==> src/rtl/lz77_pkg.sv <==
// ----------------------------------------------------------------------------
// lz77_pkg
// Shared constants and types for the LZ77 decoder and the encoder bench.
//   SEARCH_DEPTH : history window depth in bytes (legal offsets 0..SEARCH_DEPTH-1)
//   OFF_W        : offset field width
//   LEN_W        : match_len field width (max copy length 2**LEN_W-1)
//   TERM_CHAR    : literal that ends the stream ('$')
//   state_t      : decoder FSM states
//   token_t      : packed {offset, match_len, char_nxt} token
// ----------------------------------------------------------------------------
package lz77_pkg;

   localparam int         SEARCH_DEPTH = 9;
   localparam int         OFF_W        = 4;
   localparam int         LEN_W        = 3;
   localparam logic [7:0] TERM_CHAR    = 8'h24;

   typedef enum logic [1:0] {
      IDLE = 2'd0,
      COPY = 2'd1,
      LIT  = 2'd2,
      DONE = 2'd3
   } state_t;

   typedef struct packed {
      logic [OFF_W-1:0] offset;
      logic [LEN_W-1:0] match_len;
      logic [7:0]       char_nxt;
   } token_t;

endpackage

==> src/rtl/lz77_hist_buf.sv <==
// ----------------------------------------------------------------------------
// lz77_hist_buf
// SEARCH_DEPTH x 8 shift-register history window. Entry 0 is the most
// recently emitted byte. Reads with an index past the window return 8'h00.
// Ports:
//   clk      in  rising-edge clock
//   reset    in  synchronous active-low clear (all entries to 8'h00)
//   shift_en in  shift din into entry 0, older entries move up by one
//   din      in  byte to insert
//   rd_idx   in  read index (0 = newest)
//   rd_data  out combinational read data
// ----------------------------------------------------------------------------
module lz77_hist_buf
   import lz77_pkg::*;
(
   input  logic             clk,
   input  logic             reset,
   input  logic             shift_en,
   input  logic [7:0]       din,
   input  logic [OFF_W-1:0] rd_idx,
   output logic [7:0]       rd_data
);

   logic [7:0] r_hist [SEARCH_DEPTH];

   always_ff @(posedge clk) begin
      if (!reset) begin
         for (int i = 0; i < SEARCH_DEPTH; i++) r_hist[i] <= 8'h00;
      end else if (shift_en) begin
         r_hist[0] <= din;
         for (int i = 1; i < SEARCH_DEPTH; i++) r_hist[i] <= r_hist[i-1];
      end
   end

   // Offsets wider than the window are not trapped here; they read as zero.
   always_comb begin
      rd_data = 8'h00;
      if (int'(rd_idx) < SEARCH_DEPTH) rd_data = r_hist[rd_idx];
   end

endmodule

==> src/rtl/lz77_decoder.sv <==
// ----------------------------------------------------------------------------
// lz77_decoder
// Expands (offset, match_len, char_nxt) tokens into a byte stream: match_len
// bytes copied from the history window followed by the literal char_nxt.
// One byte per cycle under valid/ready; stops (finish sticky) after emitting
// TERM_CHAR.
// Optional feature macro: LZ77_DEC_ERRCHK_EN
//   defined   : tokens with offset > SEARCH_DEPTH-1 are accepted and dropped,
//               err pulses for one cycle.
//   undefined : err tied low, out-of-window offsets copy 8'h00.
// Ports:
//   clk, reset (sync, active-low)
//   tok_valid/tok_ready, offset, match_len, char_nxt : token input
//   out_valid/out_ready, out_char                    : byte output
//   finish : stream complete, sticky until reset
//   err    : illegal-token pulse
// ----------------------------------------------------------------------------
module lz77_decoder
   import lz77_pkg::*;
(
   input  logic             clk,
   input  logic             reset,
   input  logic             tok_valid,
   output logic             tok_ready,
   input  logic [OFF_W-1:0] offset,
   input  logic [LEN_W-1:0] match_len,
   input  logic [7:0]       char_nxt,
   output logic             out_valid,
   input  logic             out_ready,
   output logic [7:0]       out_char,
   output logic             finish,
   output logic             err
);

   state_t           r_state;
   logic [OFF_W-1:0] r_off;
   logic [LEN_W-1:0] r_len;
   logic [LEN_W-1:0] r_cnt;
   logic [7:0]       r_chr;
   logic             r_tok_ready;
   logic             r_out_valid;
   logic             r_finish;

   logic             w_accept;
   logic             w_out_hs;
   logic             w_bad_off;
   logic [7:0]       w_rd_data;
   logic [7:0]       w_out_char;

   assign w_accept = tok_valid && r_tok_ready;
   assign w_out_hs = r_out_valid && out_ready;

`ifdef LZ77_DEC_ERRCHK_EN
   logic r_err;
   assign w_bad_off = (int'(offset) > SEARCH_DEPTH - 1);
   assign err       = r_err;
`else
   assign w_bad_off = 1'b0;
   assign err       = 1'b0;
`endif

   // The read index stays fixed for the whole copy; since the window shifts
   // by one per emitted byte, offset < match_len naturally replays a run.
   lz77_hist_buf u_hist (
      .clk      (clk),
      .reset    (reset),
      .shift_en (w_out_hs),
      .din      (w_out_char),
      .rd_idx   (r_off),
      .rd_data  (w_rd_data)
   );

   always_comb begin
      w_out_char = 8'h00;
      if (r_state == COPY)     w_out_char = w_rd_data;
      else if (r_state == LIT) w_out_char = r_chr;
   end

   always_ff @(posedge clk) begin
      if (!reset) begin
         r_state     <= IDLE;
         r_off       <= '0;
         r_len       <= '0;
         r_cnt       <= '0;
         r_chr       <= 8'h00;
         r_tok_ready <= 1'b0;
         r_out_valid <= 1'b0;
         r_finish    <= 1'b0;
`ifdef LZ77_DEC_ERRCHK_EN
         r_err       <= 1'b0;
`endif
      end else begin
`ifdef LZ77_DEC_ERRCHK_EN
         r_err <= 1'b0;
`endif
         case (r_state)
            IDLE: begin
               // tok_ready rises one cycle after reset release.
               r_tok_ready <= 1'b1;
               if (w_accept) begin
                  if (w_bad_off) begin
`ifdef LZ77_DEC_ERRCHK_EN
                     r_err <= 1'b1;
`endif
                  end else begin
                     r_off       <= offset;
                     r_len       <= match_len;
                     r_chr       <= char_nxt;
                     r_cnt       <= '0;
                     r_state     <= (match_len != '0) ? COPY : LIT;
                     r_tok_ready <= 1'b0;
                     r_out_valid <= 1'b1;
                  end
               end
            end
            COPY: begin
               if (w_out_hs) begin
                  r_cnt <= r_cnt + LEN_W'(1);
                  if (r_cnt == r_len - LEN_W'(1)) r_state <= LIT;
               end
            end
            LIT: begin
               if (w_out_hs) begin
                  r_out_valid <= 1'b0;
                  if (r_chr == TERM_CHAR) begin
                     r_state  <= DONE;
                     r_finish <= 1'b1;
                  end else begin
                     r_state     <= IDLE;
                     r_tok_ready <= 1'b1;
                  end
               end
            end
            DONE: begin
               r_tok_ready <= 1'b0;
               r_out_valid <= 1'b0;
               r_finish    <= 1'b1;
            end
            default: r_state <= IDLE;
         endcase
      end
   end

   assign tok_ready = r_tok_ready;
   assign out_valid = r_out_valid;
   assign out_char  = w_out_char;
   assign finish    = r_finish;

endmodule

==> config.mk <==
export PLATFORM = sky130hd
export DESIGN_NAME = lz77_decoder
export DESIGN_NICKNAME = d
export VERILOG_FILES = /design/src/rtl/lz77_pkg.sv /design/src/rtl/lz77_hist_buf.sv /design/src/rtl/lz77_decoder.sv
export SDC_FILE = /design/constraint.sdc
export NUM_CORES = 1
export LEC_CHECK = 0
export BUFFER_PORTS_ARGS = -buffer_cell sky130_fd_sc_hd__buf_2
export CORE_MARGIN = 10
export CORE_UTILIZATION = 35
export DETAILED_ROUTE_END_ITERATION = 10
export PLACE_DENSITY = 0.56
export SLEW_MARGIN = 40
export SYNTH_ARGS = -nofsm -noshare
export SYNTH_HDL_FRONTEND = slang
export SYNTH_SLANG_ARGS = --single-unit
export TNS_END_PERCENT = 10
==> constraint.sdc <==
create_clock -name clk -period 6.6 [get_ports clk]
set_input_delay 0.66 -clock clk [delete_from_list [all_inputs] [get_ports clk]]
set_output_delay 0.66 -clock clk [all_outputs]
set_load 0.03 [all_outputs]
Word level (Yosys, flattened, before mapping). Memories as Yosys holds them, arrays and structs flattened. A register that Yosys moved wholly into a read port is not among the register bits. Index checks and enable logic that the tools add are counted.

Flip-flop bits (word level): 23. Latch bits: 0. Bits in writable memories: 72. Memory bits (read-only): 0. Input port bits: 19. Output and inout port bits: 12. Word-level logic and storage cells: 84. Memories kept: 1.

$add $sub $neg: 2. $mul: 0. Divide/modulo/power cells: 0. $lt $le $gt $ge: 1. Equal/unequal tests: 11. Shifts and indexed selects: 0. Mux-type cells: 38. Bitwise logic cells: 9. Reduce and logical (&&, ||, !) cells: 14.

Memories: u_hist.r_hist (words 9, width 8, rd ports 9, clocked after memory_dff 1, write ports 9, RTL line lz77_hist_buf.sv:24) `logic [7:0] r_hist [SEARCH_DEPTH];`.

Operators with widths (count): 8-bit 2-to-1 mux (12); 2-bit 2-to-1 mux (6); 3-bit AND reduction (4); 1-bit 2-to-1 mux (11); 1-bit bitwise OR (9); 3-bit nonzero test (3); 8-bit by 6-bit equality test with 1-bit output, second input constant (1); 4-bit 2-to-1 mux (2); 2-bit by 1-bit inequality test with 1-bit output, second input constant (4); 3-bit 2-to-1 mux (2); 1-bit case mux with 3 select lines (2); 2-bit case mux with 3 select lines (1); 3-bit case mux with 2 select lines (1); 5-bit AND reduction (1); 2-bit equality test, second input constant (2); 4-bit < comparator, second input constant (1); 2-bit inequality test, second input constant (2); 2-bit nonzero test (2); 3-bit by 1-bit adder with 3-bit output, second input constant (1); 3-bit equality test (1); 3-bit by 1-bit subtractor with 3-bit output, second input constant (1); 2-bit by 1-bit equality test with 1-bit output, second input constant (1); 1-bit logical AND (2); 2-bit logical NOT (1); other kinds (2) (2).

Longest topological paths before layout.
Word-level depth: 5. Gate-level depth with buffers: 7.

By module. A second synthesis with hierarchy kept.

Cell total of the unflattened synthesis: 389. Area, all modules: 4570.6 µm².

By module, submodules not included: lz77_hist_buf (instances 1, cells an instance 227, area an instance 3348.2 µm²); lz77_decoder (instances 1, cells an instance 162, area an instance 1222.4 µm²).

Worst setup path after synthesis. Ideal clock, no wire load.

Path type: input port to flip-flop. Start point: in out_ready. End point: mem u_hist.r_hist[0][0], enable pin. Setup time: 0.433 ns. Arrival time: 2.333 ns. Slack: 3.835 ns. Cell stages on the path: 2. Buffers on the path: 0. Path through: nand2_1 -> nand2_1.

RTL lines: start, declared (RTL line lz77_decoder.sv:29) `input logic out_ready,`; end, declared (RTL line lz77_hist_buf.sv:24).

Final worst setup path.
Start point: reg r_state[1]. End point: out out_char[1].

Word-level cells in the longest chain between the ends: 3. Elaborated cells on any way between the ends: 4. Classes of those cells: eq/ne: 2; mux: 2.

Ends and longest elaborated chain: start, declared (RTL line lz77_decoder.sv:35) `state_t r_state;`; start signal, assigned (RTL line lz77_decoder.sv:110) `r_state <= (match_len != '0) ? COPY : LIT;`; 2-bit equality test (RTL line lz77_decoder.sv:76) `else if (r_state == LIT) w_out_char = r_chr;`; 8-bit 2-to-1 mux (RTL line lz77_decoder.sv:76); 8-bit 2-to-1 mux * (RTL line lz77_decoder.sv:75) `if (r_state == COPY) w_out_char = w_rd_data;`; end, declared (RTL line lz77_decoder.sv:30) `output logic [7:0] out_char,`.

Every way passes the cells marked *; elsewhere a longest branch is shown, timed or not.

==> flow_metrics.env <==
export IMPL_cap_viol_max_count=0
export IMPL_worst_path_max_fanout=13
export IMPL_fin_util_pct=40.6
export IMPL_start_kind="flop"
export IMPL_io_buffers=29
export IMPL_synth_area_mux_share_pct=7.30
export IMPL_synth_cell_types=40
export IMPL_p_seq_share_pct=47.1
export IMPL_place_area_sq_um=4810
export IMPL_place_hpwl_mm=6.22
export IMPL_max_clock_path_buffers=2
export IMPL_cts_setup_buffers=0
export IMPL_post_cts_resized=0
export IMPL_syn_area_per_cell_sq_um=11.6
export IMPL_syn_num_nets=414
export IMPL_tns_ps=0
export IMPL_vias_per_cell=4.90
export IMPL_synth_top_cell_area_share_pct=47.8
export IMPL_cp_data_required_time_ps=5940
export IMPL_core_sq_um=12600
export IMPL_antenna_found_initial=0
export IMPL_ios=31
export IMPL_p_comb_share_pct=21.9
export IMPL_finalWorstSetupSlack_ps=3460
export IMPL_grt_use_total_pct=10.8
export IMPL_synth_compound_area_share_pct=8.63
export IMPL_async_flop_share_pct=0
export IMPL_drtPass1Iterations=4
export IMPL_grt_max_degree=73
export IMPL_ys_flop_type="edfxtp_1"
export IMPL_synth_top_cell_by_area="edfxtp_1"
export IMPL_cts_buffers=9
export IMPL_grt_pass1_vias=2860
export IMPL_synth_warnings=0
export IMPL_fin_crit_sh_pct=47.6
export IMPL_finalPower_mw=1.74
export IMPL_slew_headroom_pct=41.4
export IMPL_dieArea_sq_um=17900
export IMPL_seqCellArea_sq_um=2710
export IMPL_min_delay_start="r_chr[5]"
export IMPL_syn_area_sq_um=4520
export IMPL_p_sw_share_pct=30.9
export IMPL_synthToLayoutAreaGrowth_pct=13.3
export IMPL_finClkSkew_ps=7.00
export IMPL_r2r_start="r_state[1]"
export IMPL_peakVddDrop_v=0.000145
export IMPL_synth_area_leaders="edfxtp_1 (48%), dfxtp_1 (12%), and2_1 (9.0%)"
export IMPL_detail_route_antenna_nets=0
export IMPL_final_cell_mix="edfxtp_1 (72), and2_1 (65), nand2_1 (49), mux2i_1 (33), buf_2 (29)"
export IMPL_p_switching_mw=0.540
export IMPL_drive_gt1_share_pct=13.0
export IMPL_num_antenna_cells=0
export IMPL_multi_input_area_sq_um=1700
export IMPL_routed_via_count=2871
export IMPL_start_util_pct=35.8
export IMPL_hold_buffers=0
export IMPL_synthSimpleGateAreaFrac_pct=18.5
export IMPL_period_minus_slack_ps=3140
export IMPL_crit_path_end_kind="output port"
export IMPL_htreeDepth=3
export IMPL_synth_cells=389
export IMPL_internal_power_mw=1.20
export IMPL_dieHeight_um=134
export IMPL_yosys_area_share_adder_pct=1.66
export IMPL_hold_viol=0
export IMPL_die_w_um=134
export IMPL_fin_area_sq_um=5130
export IMPL_fin_nets=434
export IMPL_place_congestion=0.789
export IMPL_grt_pass1_wl_mm=15.4
export IMPL_drtIter0Drc=105
export IMPL_grt_overflow=0
export IMPL_critical_path_class="flop to output port"
export IMPL_ys_ff_latch=99
export IMPL_synth_edff_count=72
export IMPL_cts_sinks=99
export IMPL_p_leak_nw=1.89
export IMPL_worstSkewPairLatency_ps=340
export IMPL_pwr_share_clk_pct=31.0
export IMPL_startpoint="r_state[1]"
export IMPL_drc=0
export IMPL_synth_top_family_by_area="simple AND/OR/NAND/NOR gates"
export IMPL_fmaxAchievable_mhz=318
export IMPL_wl_per_cell_um=16.0
export IMPL_hold_class="flop to flop"
export IMPL_critical_path_arrival_ps=2480
export IMPL_seq_area_frac_synth_pct=59.8
export IMPL_cts_tree="built"
export IMPL_rows=41
export IMPL_status="finished, final reports clean"
export IMPL_p_per_area_nw_per_um2=340
export IMPL_clock_root_buffer="clkbuf_16"
export IMPL_fill_cells=1248
export IMPL_rsz0062_at_grt="no"
export IMPL_clkTransAtPathRegs_ps=70
export IMPL_final_common_cell="edfxtp_1"
export IMPL_worst_slew_pin_slew_ps=877
export IMPL_setup_viol=0
export IMPL_slew_violations=0
export IMPL_routed_wl_mm=9.35
export IMPL_synthXorXnorAreaFrac_pct=1.30
export IMPL_pre_cts_slack_ps=3810
==> synthesized netlist by cell type (all sizes together), types with 6 or more instances <==
cell type,number
a21oi,21
a22oi,16
a31oi,8
and2,65
buf,9
clkbuf,13
dfxtp,27
edfxtp,72
ha,6
inv,6
mux2i,33
nand2,50
nand3,19
nor2,11
==> cell families after synthesis <==
family / count (synthesis)
simple gates: 159
compound gates: 58
mux: 33
xor+xnor: 5
fa+ha+maj: 6
other cells: 1
buf+inv: 28
flops: 99
==> registers in the layout, summed over array words and instances, names as in the netlist, 2 cells and up, named ones only <==
| register | count |
|---|---|
| u_hist.r_hist | 72 |
| r_chr | 8 |
| r_off | 4 |
| r_cnt | 3 |
| r_len | 3 |
| r_state | 2 |
==> power by group through the flow <==
| stage | Combinational [mW] | Sequential, mW | Clock (mW) |
|---|---|---|---|
| finish | 0.382 | 0.822 | 0.540 |
| global route | 0.426 | 0.835 | 0.578 |
| CTS | 0.390 | 0.823 | 0.553 |
| detailed placement | 0.388 | 0.835 | 0 |
| global placement | 0.380 | 0.834 | 0 |
| floorplan | 0.298 | 0.820 | 0 |
==> cell type report <==
cell class | instances | area share, %
multi-input combinational | 262 | 33.2
tap | 172 | 4.20
clock buffer | 11 | 5.37
inverter | 6 | 0.439
sequential | 99 | 52.8
timing repair buffer | 31 | 3.20
clock inverter | 5 | 0.757
==> critical path: stages, from the launching register on <==
cell and delay [ps]:
dfxtp_1 340, inv_1 80, ha_1 440, nor3b_2 700, nand3_1 190, nand3_1 180, buf_2 220
==> worst paths after layout <==
| path | to | slack [ps] | depth (start not counted) |
|---|---|---|---|
| max | out_char[1] | 3460 | 6 |
| min | r_chr[5] | 470 | 2 |
| max reg2reg | u_hist.r_hist[0][6] | 4360 | 5 |
| min reg2reg | r_chr[5] | 470 | 2 |
==> metrics by stage <==
step | hold WS [ps] | std cells
floorplan | 436 | 389
global placement | 446 | 570
detailed placement | 461 | 570
CTS | 471 | 586
global route | 495 | 586
finish | 471 | 586
==> per-layer routing <==
layer / global-route usage (%) / share of wire [%]
met3: 2.63 / 3.5
met1: 14.4 / 48
met4: 3.26 / 0.33
met2: 16.7 / 48
met5: 0 / 0
Power figures use the tool's default switching activity.
